**src/rtl/jtopl_mmr3.sv**
```systemverilog
// OPL/OPL2/OPL3 register write decoder with post-write busy pacing.
// Turns CPU address/data writes into timer, global, 4-op and slot/channel update controls.
module jtopl_mmr3 #(
   parameter int OPL_TYPE  = 1,
   parameter int ADDR_WAIT = 12,
   parameter int DATA_WAIT = 84
) (
   input  logic       clk,
   input  logic       rst_n,
   input  logic       cen_op,
   input  logic [7:0] din,
   input  logic       write,
   input  logic [1:0] addr,
   output logic       busy,
   output logic       wr_drop,
   output logic [7:0] din_copy,
   output logic       sel_bank,
   output logic [1:0] sel_group,
   output logic [2:0] sel_sub,
   output logic       up_mult,
   output logic       up_ksl_tl,
   output logic       up_ar_dr,
   output logic       up_sl_rr,
   output logic       up_wav,
   output logic       up_fnumlo,
   output logic       up_fnumhi,
   output logic       up_fbcon,
   output logic [7:0] value_A,
   output logic [7:0] value_B,
   output logic       load_A,
   output logic       load_B,
   output logic       flagen_A,
   output logic       flagen_B,
   output logic       clr_flag_A,
   output logic       clr_flag_B,
   output logic       am_dep,
   output logic       vib_dep,
   output logic       rhy_en,
   output logic [4:0] rhy_kon,
   output logic       wave_mode,
   output logic       new_mode,
   output logic [5:0] conn4op
);

   localparam int CW = (DATA_WAIT > 0) ? $clog2(DATA_WAIT + 1) : 1;

   logic [CW-1:0] r_wait;
   logic [7:0]    r_selreg;
   logic          r_selbank;

   logic          w_acc;
   logic          w_awr;
   logic          w_dwr;
   logic          w_b0;
   logic          w_dec_en;
   logic          w_op_rng;
   logic          w_ch_rng;
   logic [3:0]    w_ch;
   logic [1:0]    w_ch_grp;
   logic [2:0]    w_ch_sub;

   assign busy  = |r_wait;
   assign w_acc = write & ~busy;
   assign w_awr = w_acc & ~addr[0];
   assign w_dwr = w_acc &  addr[0];

   always_comb begin
      w_b0     = ~r_selbank;
      // bank-1 registers are locked behind NEW mode, except the NEW bit itself
      w_dec_en = w_b0 | new_mode | (r_selreg == 8'h05);
      w_op_rng = ((r_selreg >= 8'h20 && r_selreg <= 8'h9F) ||
                  (r_selreg >= 8'hE0 && r_selreg <= 8'hF5)) &&
                 (r_selreg[2:0] <= 3'd5) && (r_selreg[4:3] != 2'd3);
      w_ch_rng = (r_selreg[7:4] >= 4'hA) && (r_selreg[7:4] <= 4'hC) &&
                 (r_selreg[3:0] <= 4'd8);
      w_ch     = r_selreg[3:0];
      w_ch_grp = (w_ch >= 4'd6) ? 2'd2 : (w_ch >= 4'd3) ? 2'd1 : 2'd0;
      w_ch_sub = (w_ch < 4'd6) ? w_ch[2:0] : {1'b0, ~&w_ch[2:1], w_ch[0]};
   end

   always_ff @(posedge clk or negedge rst_n) begin
      if (!rst_n) begin
         r_wait     <= '0;
         r_selreg   <= '0;
         r_selbank  <= 1'b0;
         wr_drop    <= 1'b0;
         din_copy   <= '0;
         sel_bank   <= 1'b0;
         sel_group  <= '0;
         sel_sub    <= '0;
         up_mult    <= 1'b0;
         up_ksl_tl  <= 1'b0;
         up_ar_dr   <= 1'b0;
         up_sl_rr   <= 1'b0;
         up_wav     <= 1'b0;
         up_fnumlo  <= 1'b0;
         up_fnumhi  <= 1'b0;
         up_fbcon   <= 1'b0;
         value_A    <= '0;
         value_B    <= '0;
         load_A     <= 1'b0;
         load_B     <= 1'b0;
         flagen_A   <= 1'b1;
         flagen_B   <= 1'b1;
         clr_flag_A <= 1'b0;
         clr_flag_B <= 1'b0;
         am_dep     <= 1'b0;
         vib_dep    <= 1'b0;
         rhy_en     <= 1'b0;
         rhy_kon    <= '0;
         wave_mode  <= 1'b0;
         new_mode   <= 1'b0;
         conn4op    <= '0;
      end else begin
         wr_drop <= write & busy;

         if (w_awr)
            r_wait <= CW'(ADDR_WAIT);
         else if (w_dwr)
            r_wait <= CW'(DATA_WAIT);
         else if (busy)
            r_wait <= r_wait - CW'(1);

         if (!w_acc && cen_op) begin
            clr_flag_A <= 1'b0;
            clr_flag_B <= 1'b0;
         end

         if (w_awr) begin
            r_selreg  <= din;
            r_selbank <= (OPL_TYPE == 3) ? addr[1] : 1'b0;
         end

         if (w_dwr) begin
            din_copy  <= din;
            up_mult   <= 1'b0;
            up_ksl_tl <= 1'b0;
            up_ar_dr  <= 1'b0;
            up_sl_rr  <= 1'b0;
            up_wav    <= 1'b0;
            up_fnumlo <= 1'b0;
            up_fnumhi <= 1'b0;
            up_fbcon  <= 1'b0;
            if (w_dec_en) begin
               if (w_b0) begin
                  case (r_selreg)
                     8'h01: if (OPL_TYPE >= 2) wave_mode <= din[5];
                     8'h02: value_A <= din;
                     8'h03: value_B <= din;
                     8'h04: begin
                        clr_flag_A <= din[7];
                        clr_flag_B <= din[7];
                        flagen_A   <= ~din[6];
                        flagen_B   <= ~din[5];
                        load_B     <= din[1];
                        load_A     <= din[0];
                     end
                     8'hBD: {am_dep, vib_dep, rhy_en, rhy_kon} <= din;
                     default: ;
                  endcase
               end else begin
                  if (r_selreg == 8'h05) new_mode <= din[0];
                  if (r_selreg == 8'h04) conn4op  <= din[5:0];
               end
               if (w_op_rng) begin
                  sel_bank  <= r_selbank;
                  sel_group <= r_selreg[4:3];
                  sel_sub   <= r_selreg[2:0];
                  case (r_selreg[7:5])
                     3'd1: up_mult   <= 1'b1;
                     3'd2: up_ksl_tl <= 1'b1;
                     3'd3: up_ar_dr  <= 1'b1;
                     3'd4: up_sl_rr  <= 1'b1;
                     3'd7: up_wav    <= wave_mode | new_mode;
                     default: ;
                  endcase
               end
               if (w_ch_rng) begin
                  sel_bank  <= r_selbank;
                  sel_group <= w_ch_grp;
                  sel_sub   <= w_ch_sub;
                  case (r_selreg[7:4])
                     4'hA: up_fnumlo <= 1'b1;
                     4'hB: up_fnumhi <= 1'b1;
                     4'hC: up_fbcon  <= 1'b1;
                     default: ;
                  endcase
               end
            end
         end
      end
   end

endmodule

```
**config.mk**
```make
export PLATFORM = sky130hd
export DESIGN_NAME = jtopl_mmr3
export DESIGN_NICKNAME = d
export VERILOG_FILES = /design/src/rtl/jtopl_mmr3.sv
export SDC_FILE = /design/constraint.sdc
export NUM_CORES = 1
export LEC_CHECK = 0
export BUFFER_PORTS_ARGS = -buffer_cell sky130_fd_sc_hd__buf_2
export CORE_MARGIN = 10
export CORE_UTILIZATION = 23
export DETAILED_ROUTE_END_ITERATION = 8
export MAX_ROUTING_LAYER = met4
export PLACE_DENSITY_LB_ADDON = 0.05
export SLEW_MARGIN = 5
export SYNTH_ARGS = -nofsm -noshare
export SYNTH_HDL_FRONTEND = slang
export SYNTH_SLANG_ARGS = --single-unit
```
**constraint.sdc**
```tcl
create_clock -name clk -period 6 [get_ports clk]
set_input_delay 0.3 -clock clk [delete_from_list [all_inputs] [get_ports clk]]
set_output_delay 0.3 -clock clk [all_outputs]
set_load 0.02 [all_outputs]
```
==> flow_summary_export.csv <==
group,metric,value,unit
status,outcome,"complete, no violations",
clocking,cts_buffers,9,
synthesis,synth_edf_count,0,
route,vias_per_cell,4.15,
place,numPortBuffers,64,
route,routed_wl,8.12,mm
min_path,hold_path.class,"input pin to async pin",
finish,area_delta_synth_final,26.7,%
worst_setup_path,crit_slowest_cell,"nor2_2",
route,drt-initial-drc-count,80,
die,fp.coreArea,12600,sq um
finish,nets,338,
sta,hold_ws,0.177,ns
sta,relSlewSlack,0.420,
die,dieWidth,133,um
die,rows,41,
pwr,powerDensity,282,nW/um^2
sta,worstMarginPinSlew,0.870,ns
job,maxCapViolCount,0,
sta,slew_violations,0,
sta,fin_crit_sh,0.427,
pwr,finalPower,1.05,mW
synthesis,synth_area_leaders,"dfrtp_1 (54%), mux2_2 (9.9%), nand2_1 (6.4%)",
clocking,postCtsSetupBuffers,0,
finish,stdcell_count,499,
route,post-route-drc-count,0,
clocking,clkTransAtPathRegs,0.05,ns
route,dr.pass1.iters,4,
finish,final_area,3730,sq um
global_routing,grt.overflow.total,0,
place,dp_cells,483,
worst_setup_path,cp-end-kind,"flip-flop",
worst_setup_path,critPathArrivalTime,2.77,ns
global_routing,grt_first_pass_wirelength,13.1,mm
global_routing,grt_max_degree,67,
clocking,insertion_delay,0.33,ns
synthesis,yosys_register_bits,66,
sta,fin_skew,0.00580,ns
clocking,post_cts_resized,0,
worst_setup_path,cp.required,6.21,ns
worst_setup_path,rr_worst_depth,7,
synthesis,synth_top_cell_by_area,"dfrtp_1",
pwr,p_leak,1.98,nW
sta,final-hold-violation-count,0,
die,chipHeight,133,um
finish,final_util,0.297,
global_routing,antenna_found_initial,0,
clocking,cts.htree.levels,3,
worst_setup_path,cp_max_fo,13,
place,dpl_cell_area,3410,sq um
clocking,cts.sinks,66,
worst_setup_path,crit_chain,"inv_1, ha_1, and4b_4, inv_2, nor2_2, o21ai_0, mux2_2",
clocking,clock-root-buffer,"clkbuf_16",
clocking,cts_buffer_depth,2,
worst_setup_path,cp-start-kind,"flip-flop",
die,dieArea,17700,sq um
die,num_io_pins,76,
sta,clock.fmax,390,MHz
sta,post-route-min-period,2.56,ns
pwr,vdd_drop_max,0.0000952,V
synthesis,syn_area,2950,sq um
synthesis,synth.yosys.seq_area_share,0.561,
route,drtAntennaViolNets,0,
sta,final.setup.tns,0,ns
synthesis,synth-warning-count,1,
finish,antenna_cells,0,
sta,setup_ws,3.44,ns
synthesis,synth_area_per_cell,11.6,sq um
finish,drive_gt1_frac,0.388,
route,vias,2069,
synthesis,synth_cell_types,44,
place,dp_hpwl,5.64,mm
sta,rsz0062_at_grt,"false",
synthesis,synthFlopType,"dfrtp_1",
place,dpl_worst_slack,3.37,ns
worst_setup_path,worstSetupPathType,"flip-flop to flip-flop",
clocking,cts_hold_buf,0,
global_routing,grt_pass1_vias,2265,
global_routing,grtUsageTotal,0.0966,
synthesis,synthesis.instances,255,
place,place_congestion,0.703,
synthesis,async_flop_share,1.00,
route,post_drt_wl_per_cell,16.3,um
finish,n_fill_cell,1304,
worst_setup_path,slowest_delay,0.51,ns
sta,finalSetupViolations,0,
clocking,cts_tree,"built",
die,initial_utilization,0.235,
synthesis,yosys.area.top_type_share,0.543,
[cell families (layout without fill, tap and decap cells)]
| logic type | after synthesis | in the layout | share of synthesized area |
|---|---|---|---|
| multiplexers | 37 | 37 | 0.150 |
| buffers and inverters | 24 | 87 | 0.0467 |
| adder cells (fa/ha/maj) | 2 | 2 | 0.00849 |
| flip-flops | 66 | 66 | 0.561 |
| other | 1 | 10 | 0.00127 |
| AO/OA/AOI/OAI | 33 | 33 | 0.0726 |
| XOR/XNOR | 2 | 2 | 0.00594 |
| AND/OR/NAND/NOR | 90 | 90 | 0.154 |
[worst paths after layout]
path	slack, ns	endpoint	start
max	3.44	sel_sub[1]	r_wait[0]
min	0.18	r_wait[5]	rst_n
max reg2reg	3.44	sel_sub[1]	r_wait[0]
min reg2reg	0.47	din_copy[2]	din_copy[2]
max in group asynchronous	5.26	r_selreg[6]	rst_n
min in group clk	0.22	flagen_B	din[5]
[registers in the layout, summed over array words and instances (netlist names), 2 cells and up]
register   count
sel_sub        3
r_wait         7
rhy_kon        5
value_A        8
value_B        8
r_selreg       8
din_copy       8
sel_group      2
[final cells by class]
class,count,area [sq um],area share
clock buffer,11,243,0.0650
clock inverter,5,77.6,0.0208
inverter,5,18.8,0.00503
multi-input combinational,174,1190,0.319
sequential,66,1650,0.443
tap,172,215,0.0576
timing repair buffer,66,335,0.0898
[cell usage after synthesis, types with 2 or more instances]
cell type,instances
mux2i_1,3
dfstp_2,2
inv_1,4
a32o_1,2
clkbuf_1,6
nand3_1,7
mux2_2,26
ha_1,2
o31ai_1,4
buf_2,2
nor3_1,6
dfrtp_1,64
a21oi_1,9
nand4_1,2
nand3b_1,2
nand2_1,50
nor2b_1,4
a22oi_1,2
a22o_1,3
mux2_4,8
or2_2,4
buf_4,10
o21ai_0,9
nor2_1,4
[where the power goes]
part | internal [mW] | switching (mW)
Sequential | 0.448 | 0.00103
Combinational | 0.00654 | 0.0268
Clock | 0.374 | 0.196
Total | 0.828 | 0.224
[cells in the final DEF, fill, tap and decap left out, types with 2 or more instances in the layout]
master	count
nand2_1	50
a32o_1	2
clkinv_2	2
dfstp_2	2
bufinv_16	2
clkbuf_16	9
nand4_1	2
conb_1	10
nand3_1	7
o21ai_0	9
nor2_1	4
buf_4	2
dfrtp_1	64
buf_2	64
a22oi_1	2
inv_1	4
o31ai_1	4
mux2_4	8
mux2_2	26
nor3_1	6
nand3b_1	2
mux2i_1	3
a22o_1	3
a21oi_1	9
ha_1	2
nor2b_1	4
or2_2	4
[worst max-delay path: cells and delay by family (launching register included)]
kind / cells / cell delay [ns]
AOI/OAI and AO/OA: 1 / 0.44
adders and majority gates: 1 / 0.15
buffers and inverters: 2 / 0.22
DFF: 1 / 0.43
and+or+nand+nor: 2 / 0.84
muxes: 1 / 0.38
[routing by layer]
metal,vias up,share of wire,track usage
li1,1002,-,-
met1,1002,0.47,0.119
met2,56,0.45,0.141
met3,9,0.058,0.0316
met4,0,0.016,0.0435
met5,-,0,-
Note: power is estimated with default switching activity, not from simulation.
